===== config.mk =====
export PLATFORM = sky130hd
export DESIGN_NAME = cache_flush_sequencer_flat
export DESIGN_NICKNAME = d
export VERILOG_FILES = /design/src/rtl/cache_flush_sequencer_if.sv /design/src/rtl/cache_flush_sequencer.sv /design/src/flat_wrapper.sv
export SDC_FILE = /design/constraint.sdc
export NUM_CORES = 1
export LEC_CHECK = 0
export CORE_ASPECT_RATIO = 0.75
export CORE_UTILIZATION = 35
export CTS_BUF_LIST = sky130_fd_sc_hd__clkbuf_16
export CTS_CLUSTER_DIAMETER = 60
export DETAILED_ROUTE_END_ITERATION = 8
export RECOVER_POWER = 25
export SKIP_LAST_GASP = 1
export SYNTH_ARGS = -nofsm -noshare
export SYNTH_HDL_FRONTEND = slang
export SYNTH_SLANG_ARGS = --single-unit
export TNS_END_PERCENT = 5

===== constraint.sdc =====
create_clock -name ap_clk -period 4.8 [get_ports ap_clk]
set_clock_uncertainty 0.1 [all_clocks]
set_input_delay 0.96 -clock ap_clk [delete_from_list [all_inputs] [get_ports ap_clk]]
set_output_delay 0.96 -clock ap_clk [all_outputs]
set_load 0.02 [all_outputs]

===== src/rtl/cache_flush_sequencer_if.sv =====
// Signal bundle between the flush sequencer, the kernel control path and the cache request port.
// perf_cycles_out is present only when CACHE_FLUSH_PERF_EN is defined.
interface cache_flush_sequencer_if #(
  parameter int ADDR_W = 64
);
  logic              start_in;
  logic [ADDR_W-1:0] base_addr_in;
  logic              req_valid_out;
  logic [ADDR_W-1:0] req_addr_out;
  logic              req_ready_in;
  logic              resp_valid_in;
  logic              busy_out;
  logic              done_out;
  logic              err_out;
`ifdef CACHE_FLUSH_PERF_EN
  logic [31:0]       perf_cycles_out;
`endif

  // The sequencer is the master of the cache request port.
  modport master (
    input  start_in, base_addr_in, req_ready_in, resp_valid_in,
    output req_valid_out, req_addr_out, busy_out, done_out, err_out
`ifdef CACHE_FLUSH_PERF_EN
    , output perf_cycles_out
`endif
  );

  modport slave (
    output start_in, base_addr_in, req_ready_in, resp_valid_in,
    input  req_valid_out, req_addr_out, busy_out, done_out, err_out
`ifdef CACHE_FLUSH_PERF_EN
    , input perf_cycles_out
`endif
  );
endinterface


===== src/rtl/cache_flush_sequencer.sv =====
// Sweeps every (set, way) slot of the cache with throttled line reads, then pulses done.
// Optional busy-cycle counter (perf_cycles_out) is enabled by defining CACHE_FLUSH_PERF_EN.
module cache_flush_sequencer #(
  parameter int ADDR_W          = 64,
  parameter int NUM_WAYS        = 4,
  parameter int LINE_BYTES      = 64,
  parameter int CACHE_BYTES     = 32768,
  parameter int MAX_OUTSTANDING = 16
) (
  input logic                     ap_clk,
  input logic                     ap_rst_n,
  cache_flush_sequencer_if.master bus
);

  localparam int LINE_LOG = $clog2(LINE_BYTES);
  localparam int WAY_LOG  = $clog2(NUM_WAYS);
  localparam int NUM_SETS = CACHE_BYTES >> (LINE_LOG + WAY_LOG);
  localparam int COUNT    = NUM_SETS * NUM_WAYS;
  localparam int CNT_W    = $clog2(COUNT + 1);
  localparam int OUT_W    = $clog2(MAX_OUTSTANDING + 1);

  localparam logic [CNT_W-1:0] LAST_SLOT = CNT_W'(COUNT - 1);
  localparam logic [OUT_W-1:0] MAX_OUT   = OUT_W'(MAX_OUTSTANDING);

  typedef enum logic [3:0] {
    IDLE  = 4'b0001,
    ISSUE = 4'b0010,
    DRAIN = 4'b0100,
    DONE  = 4'b1000
  } state_e;

  state_e            state_q, state_d;
  logic [CNT_W-1:0]  issueCnt_q, issueCnt_d;
  logic [OUT_W-1:0]  outCnt_q, outCnt_d;
  logic [ADDR_W-1:0] baseAddr_q, baseAddr_d;
  logic [ADDR_W-1:0] reqAddr_q, reqAddr_d;
  logic              reqValid_q, reqValid_d;
  logic              busy_q, busy_d;
  logic              done_q, done_d;
  logic              err_q, err_d;

  logic              fire;
  logic              startAcc;
  logic              respOk;
  logic [CNT_W-1:0]  issueNext;

  // Set index lands above the way bits, way index lands above the line offset.
  function automatic logic [ADDR_W-1:0] slotOffset(input logic [CNT_W-1:0] slot);
    logic [ADDR_W-1:0] s;
    s = ADDR_W'(slot);
    return ((s >> WAY_LOG) << (LINE_LOG + WAY_LOG)) |
           ((s & ADDR_W'(NUM_WAYS - 1)) << LINE_LOG);
  endfunction

  assign fire      = reqValid_q && bus.req_ready_in;
  assign startAcc  = (state_q == IDLE) && bus.start_in;
  assign respOk    = bus.resp_valid_in && (outCnt_q != '0);
  assign issueNext = issueCnt_q + CNT_W'(1);

  always_ff @(posedge ap_clk or negedge ap_rst_n) begin
    if (!ap_rst_n) begin
      state_q    <= IDLE;
      issueCnt_q <= '0;
      outCnt_q   <= '0;
      baseAddr_q <= '0;
      reqAddr_q  <= '0;
      reqValid_q <= 1'b0;
      busy_q     <= 1'b0;
      done_q     <= 1'b0;
      err_q      <= 1'b0;
    end else begin
      state_q    <= state_d;
      issueCnt_q <= issueCnt_d;
      outCnt_q   <= outCnt_d;
      baseAddr_q <= baseAddr_d;
      reqAddr_q  <= reqAddr_d;
      reqValid_q <= reqValid_d;
      busy_q     <= busy_d;
      done_q     <= done_d;
      err_q      <= err_d;
    end
  end

  // DRAIN tests the registered count, which already includes a response that arrived on entry.
  always_comb begin
    state_d = state_q;
    unique case (state_q)
      IDLE:    if (bus.start_in) state_d = ISSUE;
      ISSUE:   if (fire && (issueCnt_q == LAST_SLOT)) state_d = DRAIN;
      DRAIN:   if (outCnt_q == '0) state_d = DONE;
      DONE:    state_d = IDLE;
      default: state_d = IDLE;
    endcase
  end

  always_comb begin
    issueCnt_d = issueCnt_q;
    baseAddr_d = baseAddr_q;
    reqAddr_d  = reqAddr_q;
    outCnt_d   = outCnt_q;
    err_d      = err_q;

    if (startAcc) begin
      baseAddr_d = bus.base_addr_in;
      reqAddr_d  = bus.base_addr_in;
      issueCnt_d = '0;
      err_d      = 1'b0;
    end else if (fire) begin
      issueCnt_d = issueNext;
      reqAddr_d  = baseAddr_q + slotOffset(issueNext);
    end

    unique case ({fire, respOk})
      2'b10:   outCnt_d = outCnt_q + OUT_W'(1);
      2'b01:   outCnt_d = outCnt_q - OUT_W'(1);
      default: outCnt_d = outCnt_q;
    endcase

    // A stray response also covers ones still in flight across a reset.
    if (bus.resp_valid_in && (outCnt_q == '0)) err_d = 1'b1;

    reqValid_d = (state_d == ISSUE) && (outCnt_d < MAX_OUT);
    busy_d     = (state_d == ISSUE) || (state_d == DRAIN);
    done_d     = (state_d == DONE);
  end

  assign bus.req_valid_out = reqValid_q;
  assign bus.req_addr_out  = reqAddr_q;
  assign bus.busy_out      = busy_q;
  assign bus.done_out      = done_q;
  assign bus.err_out       = err_q;

`ifdef CACHE_FLUSH_PERF_EN
  logic [31:0] perf_q, perf_d;

  always_comb begin
    perf_d = perf_q;
    if (startAcc) perf_d = '0;
    else if (busy_q && (perf_q != 32'hFFFF_FFFF)) perf_d = perf_q + 32'd1;
  end

  always_ff @(posedge ap_clk or negedge ap_rst_n) begin
    if (!ap_rst_n) perf_q <= '0;
    else           perf_q <= perf_d;
  end

  assign bus.perf_cycles_out = perf_q;
`endif

endmodule


===== src/flat_wrapper.sv =====
// flat-port wrapper written by rule: the top's interface ports become plain ports
module cache_flush_sequencer_flat 
#(
  parameter int ADDR_W          = 64,
  parameter int NUM_WAYS        = 4,
  parameter int LINE_BYTES      = 64,
  parameter int CACHE_BYTES     = 32768,
  parameter int MAX_OUTSTANDING = 16
)
  (ap_clk, ap_rst_n, bus_start_in, bus_base_addr_in, bus_req_ready_in, bus_resp_valid_in, bus_req_valid_out, bus_req_addr_out, bus_busy_out, bus_done_out, bus_err_out);
  cache_flush_sequencer_if #(.ADDR_W(ADDR_W)) bus_i ();
  input logic ap_clk;
  input logic ap_rst_n;
  input wire logic [$bits(bus_i.start_in)-1:0] bus_start_in;
  input wire logic [$bits(bus_i.base_addr_in)-1:0] bus_base_addr_in;
  input wire logic [$bits(bus_i.req_ready_in)-1:0] bus_req_ready_in;
  input wire logic [$bits(bus_i.resp_valid_in)-1:0] bus_resp_valid_in;
  output wire logic [$bits(bus_i.req_valid_out)-1:0] bus_req_valid_out;
  output wire logic [$bits(bus_i.req_addr_out)-1:0] bus_req_addr_out;
  output wire logic [$bits(bus_i.busy_out)-1:0] bus_busy_out;
  output wire logic [$bits(bus_i.done_out)-1:0] bus_done_out;
  output wire logic [$bits(bus_i.err_out)-1:0] bus_err_out;
  assign bus_i.start_in = bus_start_in;
  assign bus_i.base_addr_in = bus_base_addr_in;
  assign bus_i.req_ready_in = bus_req_ready_in;
  assign bus_i.resp_valid_in = bus_resp_valid_in;
  assign bus_req_valid_out = bus_i.req_valid_out;
  assign bus_req_addr_out = bus_i.req_addr_out;
  assign bus_busy_out = bus_i.busy_out;
  assign bus_done_out = bus_i.done_out;
  assign bus_err_out = bus_i.err_out;
  cache_flush_sequencer #(.ADDR_W(ADDR_W), .NUM_WAYS(NUM_WAYS), .LINE_BYTES(LINE_BYTES), .CACHE_BYTES(CACHE_BYTES), .MAX_OUTSTANDING(MAX_OUTSTANDING)) u_core (.ap_clk(ap_clk), .ap_rst_n(ap_rst_n), .bus(bus_i));
endmodule

# After elaboration in Yosys (flattened, before gate mapping)
# Index checks and enable logic that the tools add are counted.
dict set report word_totals {
  regBits 151
  output_inout_bits 68
  wordCells 46
}
dict set report op_classes {
  addsub 4
  n_lt_le_gt_ge 1
  eq_ne 9
  muxes 11
  bitwise_logic 1
  reduce_logical 11
}
# operator n
set op_table {}
lappend op_table {{$mux 64} 2}
lappend op_table {{$add 64x64->64} 1}
lappend op_table {{$mux 10} 2}
lappend op_table {{$or 16x8->16} 1}
lappend op_table {{$mux 4} 3}
lappend op_table {{$pmux 4 s3} 1}
lappend op_table {{$add 10x1->10 const B} 1}
lappend op_table {{$eq 10x9->1 const B} 1}
lappend op_table {{$pmux 5 s2} 1}
lappend op_table {{$eq 4x2->1 const B} 2}
lappend op_table {{$eq 4x3->1 const B} 2}
lappend op_table {{$logic_and 1x1->1} 6}
lappend op_table {{$add 5x1->5 const B} 1}
lappend op_table {{$logic_not 5->1} 1}
lappend op_table {{$lt 5x5->1 const B} 1}
lappend op_table {{$reduce_bool 5->1} 1}
lappend op_table {{$sub 5x1->5 const B} 1}
lappend op_table {{$eq 4x1->1 const B} 1}
lappend op_table {{$eq 4x4->1 const B} 1}
lappend op_table {{$reduce_bool 2->1} 2}
lappend op_table {{$eq 2x1->1 const B} 1}
lappend op_table {{$eq 2x2->1 const B} 1}
lappend op_table {{$mux 1} 2}
lappend op_table {{$logic_or 1x1->1} 1}

# Depth between registers and ports, before layout
dict set report logic_depth {
  depth_word 6
  depth_mapped 14
}

# Least setup slack after synthesis
# No wires, ideal clock.
dict set report synth_path {
  path_kind {input to register}
  from {input bus_req_ready_in}
  to {register u_core.reqValid_q (netlist: u_core.bus.req_valid_out)}
  arrival_time_ns 3.248
  required_ns 4.577
  setup_slack_ns 1.329
  path_stages 13
  path_buffers 3
  cell_sequence {and2_1 -> clkbuf_1 -> inv_1 -> clkbuf_1 -> clkbuf_1 -> ha_1 -> ha_1 -> a21o_1 -> a21oi_1 -> xor2_1 -> nor2_1 -> xor2_1 -> nor2b_1}
}
dict set report synth_between {
  elab_cells_between_ends 10
  classes_between {order compare: 1; eq/ne: 3; mux: 3; reduce/logical: 3}
}
# element line
set synth_lines {}
lappend synth_lines {{start: declaration} flat_wrapper.sv:16} ;# input wire logic [$bits(bus_i.req_ready_in)-1:0] bus_req_ready_in;
lappend synth_lines {{$logic_and 1x1->1 (*)} cache_flush_sequencer.sv:55} ;# assign fire = reqValid_q && bus.req_ready_in;
lappend synth_lines {{$eq 2x1->1 / $eq 2x2->1 (equally long branches)} cache_flush_sequencer.sv:113} ;# unique case ({fire, respOk})
lappend synth_lines {{$pmux 5 s2 (*)} cache_flush_sequencer.sv:113}
lappend synth_lines {{named net u_core.outCnt_d[4]} cache_flush_sequencer.sv:34} ;# logic [OUT_W-1:0] outCnt_q, outCnt_d;
lappend synth_lines {{$lt 5x5->1 (*)} cache_flush_sequencer.sv:122} ;# reqValid_d = (state_d == ISSUE) && (outCnt_d < MAX_OUT);
lappend synth_lines {{$logic_and 1x1->1 (*)} cache_flush_sequencer.sv:122}
lappend synth_lines {{named net u_core.reqValid_d} cache_flush_sequencer.sv:37} ;# logic reqValid_q, reqValid_d;
lappend synth_lines {{end signal: assignment} cache_flush_sequencer.sv:77} ;# reqValid_q <= reqValid_d;
lappend synth_lines {{end: declaration} cache_flush_sequencer.sv:37}
# The timed path passes the listed nets; every way through them passes the cells marked *.
# A chain may end at the register's enable or synchronous reset.

# Final worst setup path
dict set report layout_path {
  from {register u_core.issueCnt_q[2]}
  to {register u_core.reqAddr_q[58] (netlist: u_core.bus.req_addr_out[58])}
}
dict set report layout_between {
  elab_chain_len 5
}
# element line
set layout_rtl {}
lappend layout_rtl {{start: declaration} cache_flush_sequencer.sv:33} ;# logic [CNT_W-1:0] issueCnt_q, issueCnt_d;
lappend layout_rtl {{start signal: assignment} cache_flush_sequencer.sv:73} ;# issueCnt_q <= issueCnt_d;
lappend layout_rtl {{$add 10x1->10} cache_flush_sequencer.sv:58} ;# assign issueNext = issueCnt_q + CNT_W'(1);
lappend layout_rtl {{$or 16x8->16} cache_flush_sequencer.sv:51} ;# return ((s >> WAY_LOG) << (LINE_LOG + WAY_LOG)) |
lappend layout_rtl {{$add 64x64->64} cache_flush_sequencer.sv:110} ;# reqAddr_d = baseAddr_q + slotOffset(issueNext);
lappend layout_rtl {{$mux 64} cache_flush_sequencer.sv:108} ;# end else if (fire) begin
lappend layout_rtl {{$mux 64} cache_flush_sequencer.sv:103} ;# if (startAcc) begin
lappend layout_rtl {{end signal: assignment} cache_flush_sequencer.sv:76} ;# reqAddr_q <= reqAddr_d;
lappend layout_rtl {{end: declaration} cache_flush_sequencer.sv:36} ;# logic [ADDR_W-1:0] reqAddr_q, reqAddr_d;
# No other way between the ends. The select of a mux whose other input is x is not followed.

==> flow_summary.ini <==
[sta]
fin_ws_ps = 1056
rsz0062_at_grt = false
clock.fmax_ghz = 0.2671
setup_violations = 0
slew_headroom = -0.7324
finalSetupTns_ps = 0
tightest_slew_ps = 2599
maxSlewViolCount = 103
fin_crit_sh = 0.7800
period_needed_ps = 3744
hold_viol_final = 0

[synth]
synth_edf_count = 0
synth_cells = 903
synth_compound_area_frac = 0.1479
synth_xor_area_frac = 0.05886
synth_area_sq_um = 8035
synth.avg_cell_area_sq_um = 8.898
synth_top_family_by_area = simple AND/OR/NAND/NOR gates
netlist-cell-type-count = 61
yosysMostFrequentCell = nand2_1
synthMuxAreaShare = 0.01261
ys_warn_count = 0
netlist.area_leader.share = 0.4671
ys_ff_latch = 151
synth_flop_cell = dfrtp_1
synth_area_leaders = dfrtp_1 (47%), nand2_1 (11%), xnor2_1 (3.3%)
synth_top_area_cell = dfrtp_1
synthArstFlopShare = 1.000
synth_fa_ha_area_frac = 0.02834
synth_commonest_cells = nand2_1 (225), dfrtp_1 (150), nand3_1 (52)
ys_seq_area_frac = 0.4704
syn-num-nets = 989
synth-simple-area-share = 0.2560

[cts]
clock-sinks = 151
worstSkewPairLatency_ps = 430
cts-resized-gates = 0
numCtsBuffers = 17
hold_buffers = 0
clockBufferDepth = 2
cts_tree = built
postCtsSetupRepairBufs = 0
cts_root_buf = clkbuf_16
clkTransAtPathRegs_ps = 60
ctsHtreeMaxLevel = 4

[cells_and_area]
final_nets = 1109
area_growth_pct = 28.12
drive_gt1_frac = 0.05309
nFillCells = 2149
n_antenna_cell = 0
multi_input_area_sq_um = 4063
fin_cells = 1330
final_area_sq_um = 10290
register_area_sq_um = 3780
finish.utilization = 0.4619

[placed_design]
port_buffers = 136
hpwl_microns = 16490
dpl-instance-area_sq_um = 9714
dp_worst_setup_slack_ps = 1130
place.gp.congestion = 0.8573
placed_cells = 1298

[outcome]
status = finished with violations
violations = capacitance limit, slew limit

[power_and_ir_drop]
leakage_nw = 4.530
pwr_density_cell_nw_per_um2 = 364.3
ir_drop_mv = 0.2432

[detailed_routing]
drtIter0Drc = 597
antenna_left = 0
firstDrtPassIters = 5
drc = 0
wire_per_inst_microns = 17.82
via_count = 7277
drt-total-wl_microns = 23700
via_per_inst = 5.471

[die]
start_util = 0.3605
die_x_microns = 177.0
core_area_sq_um = 22290
die_y_microns = 133.2
pin_count = 137
dieArea_sq_um = 23570
rows = 47

[setup_path]
crit_arrival_ps = 3930
required_ps = 4980
path_class = flip-flop to flip-flop
worstSetupEndpointType = flip-flop
crit_fanout = 9
reg2reg_depth = 11
worstSetupStartpointType = flip-flop

[grt]
grt_start_max_net_pins = 103
grt.overflow.total = 0
grt_pass1_vias = 6917
antenna_found_initial = 0
grt_usage = 0.2086
grt_pass1_wl_microns = 38300

[hold_path]
hold_depth = 2
hp-class = flip-flop to flip-flop

[run]
cap_violations = 1
-- power by group --
| part | switching [W] | total, W | internal, W |
|---|---|---|---|
| clock network | 0.000549 | 0.00136 | 0.000811 |
| registers | 0.000100 | 0.00149 | 0.00139 |
| logic | 0.000501 | 0.000896 | 0.000395 |
-- layer usage --
metal  track usage  part of all wire  wire length (microns)  vias to the layer above
met3       0.04452             0.077                   1815                       26
met1        0.3250              0.50                  11800                     3517
met4       0.05939             0.012                    291                        0
met5             0                 0                      0                        -
met2        0.2847              0.41                   9787                      274
li1              -                 -                      -                     3460
-- critical path, cell delays in order, from the launching register on --
cell and delay [ps]:
dfrtp_1 420, nand3_1 170, nor2_1 250, nand3_1 200, xnor2_1 170, ha_1 430, nand2_1 150, nor4b_2 450
o21ai_1 390, nor4_1 460, mux2i_1 240, o221ai_1 140
-- cells by family after synthesis --
kind of cell             after synthesis
buffers and inverters                 53
multiplexers                          10
AO/OA/AOI/OAI                        179
flip-flops                           151
adder cells (fa/ha/maj)               17
AND/OR/NAND/NOR                      439
XOR/XNOR                              54
-- per-stage QoR --
stage,total power (W),hold slack [ps]
floorplan,0.002019,340.3
global placement,0.002398,354.0
detailed placement,0.002415,363.5
CTS,0.003780,377.8
global route,0.003926,391.5
finish,0.003750,370.1
-- final cells by class --
cell class | count | area share
multi-input combinational | 699 | 0.3946
sequential | 151 | 0.3672
timing repair buffer | 149 | 0.1437
clock buffer | 17 | 0.04132
tap | 294 | 0.03573
clock inverter | 15 | 0.01568
inverter | 5 | 0.001823
-- sequential cells by signal, indices dropped and copies added, names as in the netlist --
register	flops
u_core.baseAddr_q	64
u_core.bus.req_addr_out	64
u_core.issueCnt_q	10
u_core.outCnt_q	5
u_core.state_q	4
u_core.bus.busy_out	1
u_core.bus.done_out	1
u_core.bus.err_out	1
u_core.bus.req_valid_out	1
-- worst paths after layout --
path / start / endpoint / slack, ps
min reg2reg: u_core.baseAddr_q[4] / u_core.baseAddr_q[4] / 370
min: u_core.baseAddr_q[4] / u_core.baseAddr_q[4] / 370
max: u_core.issueCnt_q[2] / u_core.bus.req_addr_out[58] / 1060
max in group asynchronous: ap_rst_n / u_core.bus.req_addr_out[62] / 1840
min in group asynchronous: ap_rst_n / u_core.baseAddr_q[4] / 1190
max reg2reg: u_core.issueCnt_q[2] / u_core.bus.req_addr_out[58] / 1060
-- cells in the final DEF, fill, tap and decap left out, types with 3 or more instances in the layout --
master and n:
clkbuf_16 17, or3_1 7, buf_4 11, and4_1 10
o21ai_1 33, bufinv_16 3, dfrtp_1 150, and2_1 6
nor2b_1 5, a22oi_1 31, o2111ai_1 6, and3_1 18
inv_1 8, o21ai_0 21, nand3_1 52, xor2_1 24
a211oi_1 4, ha_1 15, clkdlybuf4s50_1 135, nor3_1 18
inv_6 3, nand4_1 18, a21o_1 6, nor4_1 8
o211ai_1 20, or4_1 8, mux2i_1 9, nand2b_1 3
a31oi_1 10, xnor2_1 30, nor2_1 45, nand2_1 225
a21oi_1 27
Power figures use the tool's default switching activity.
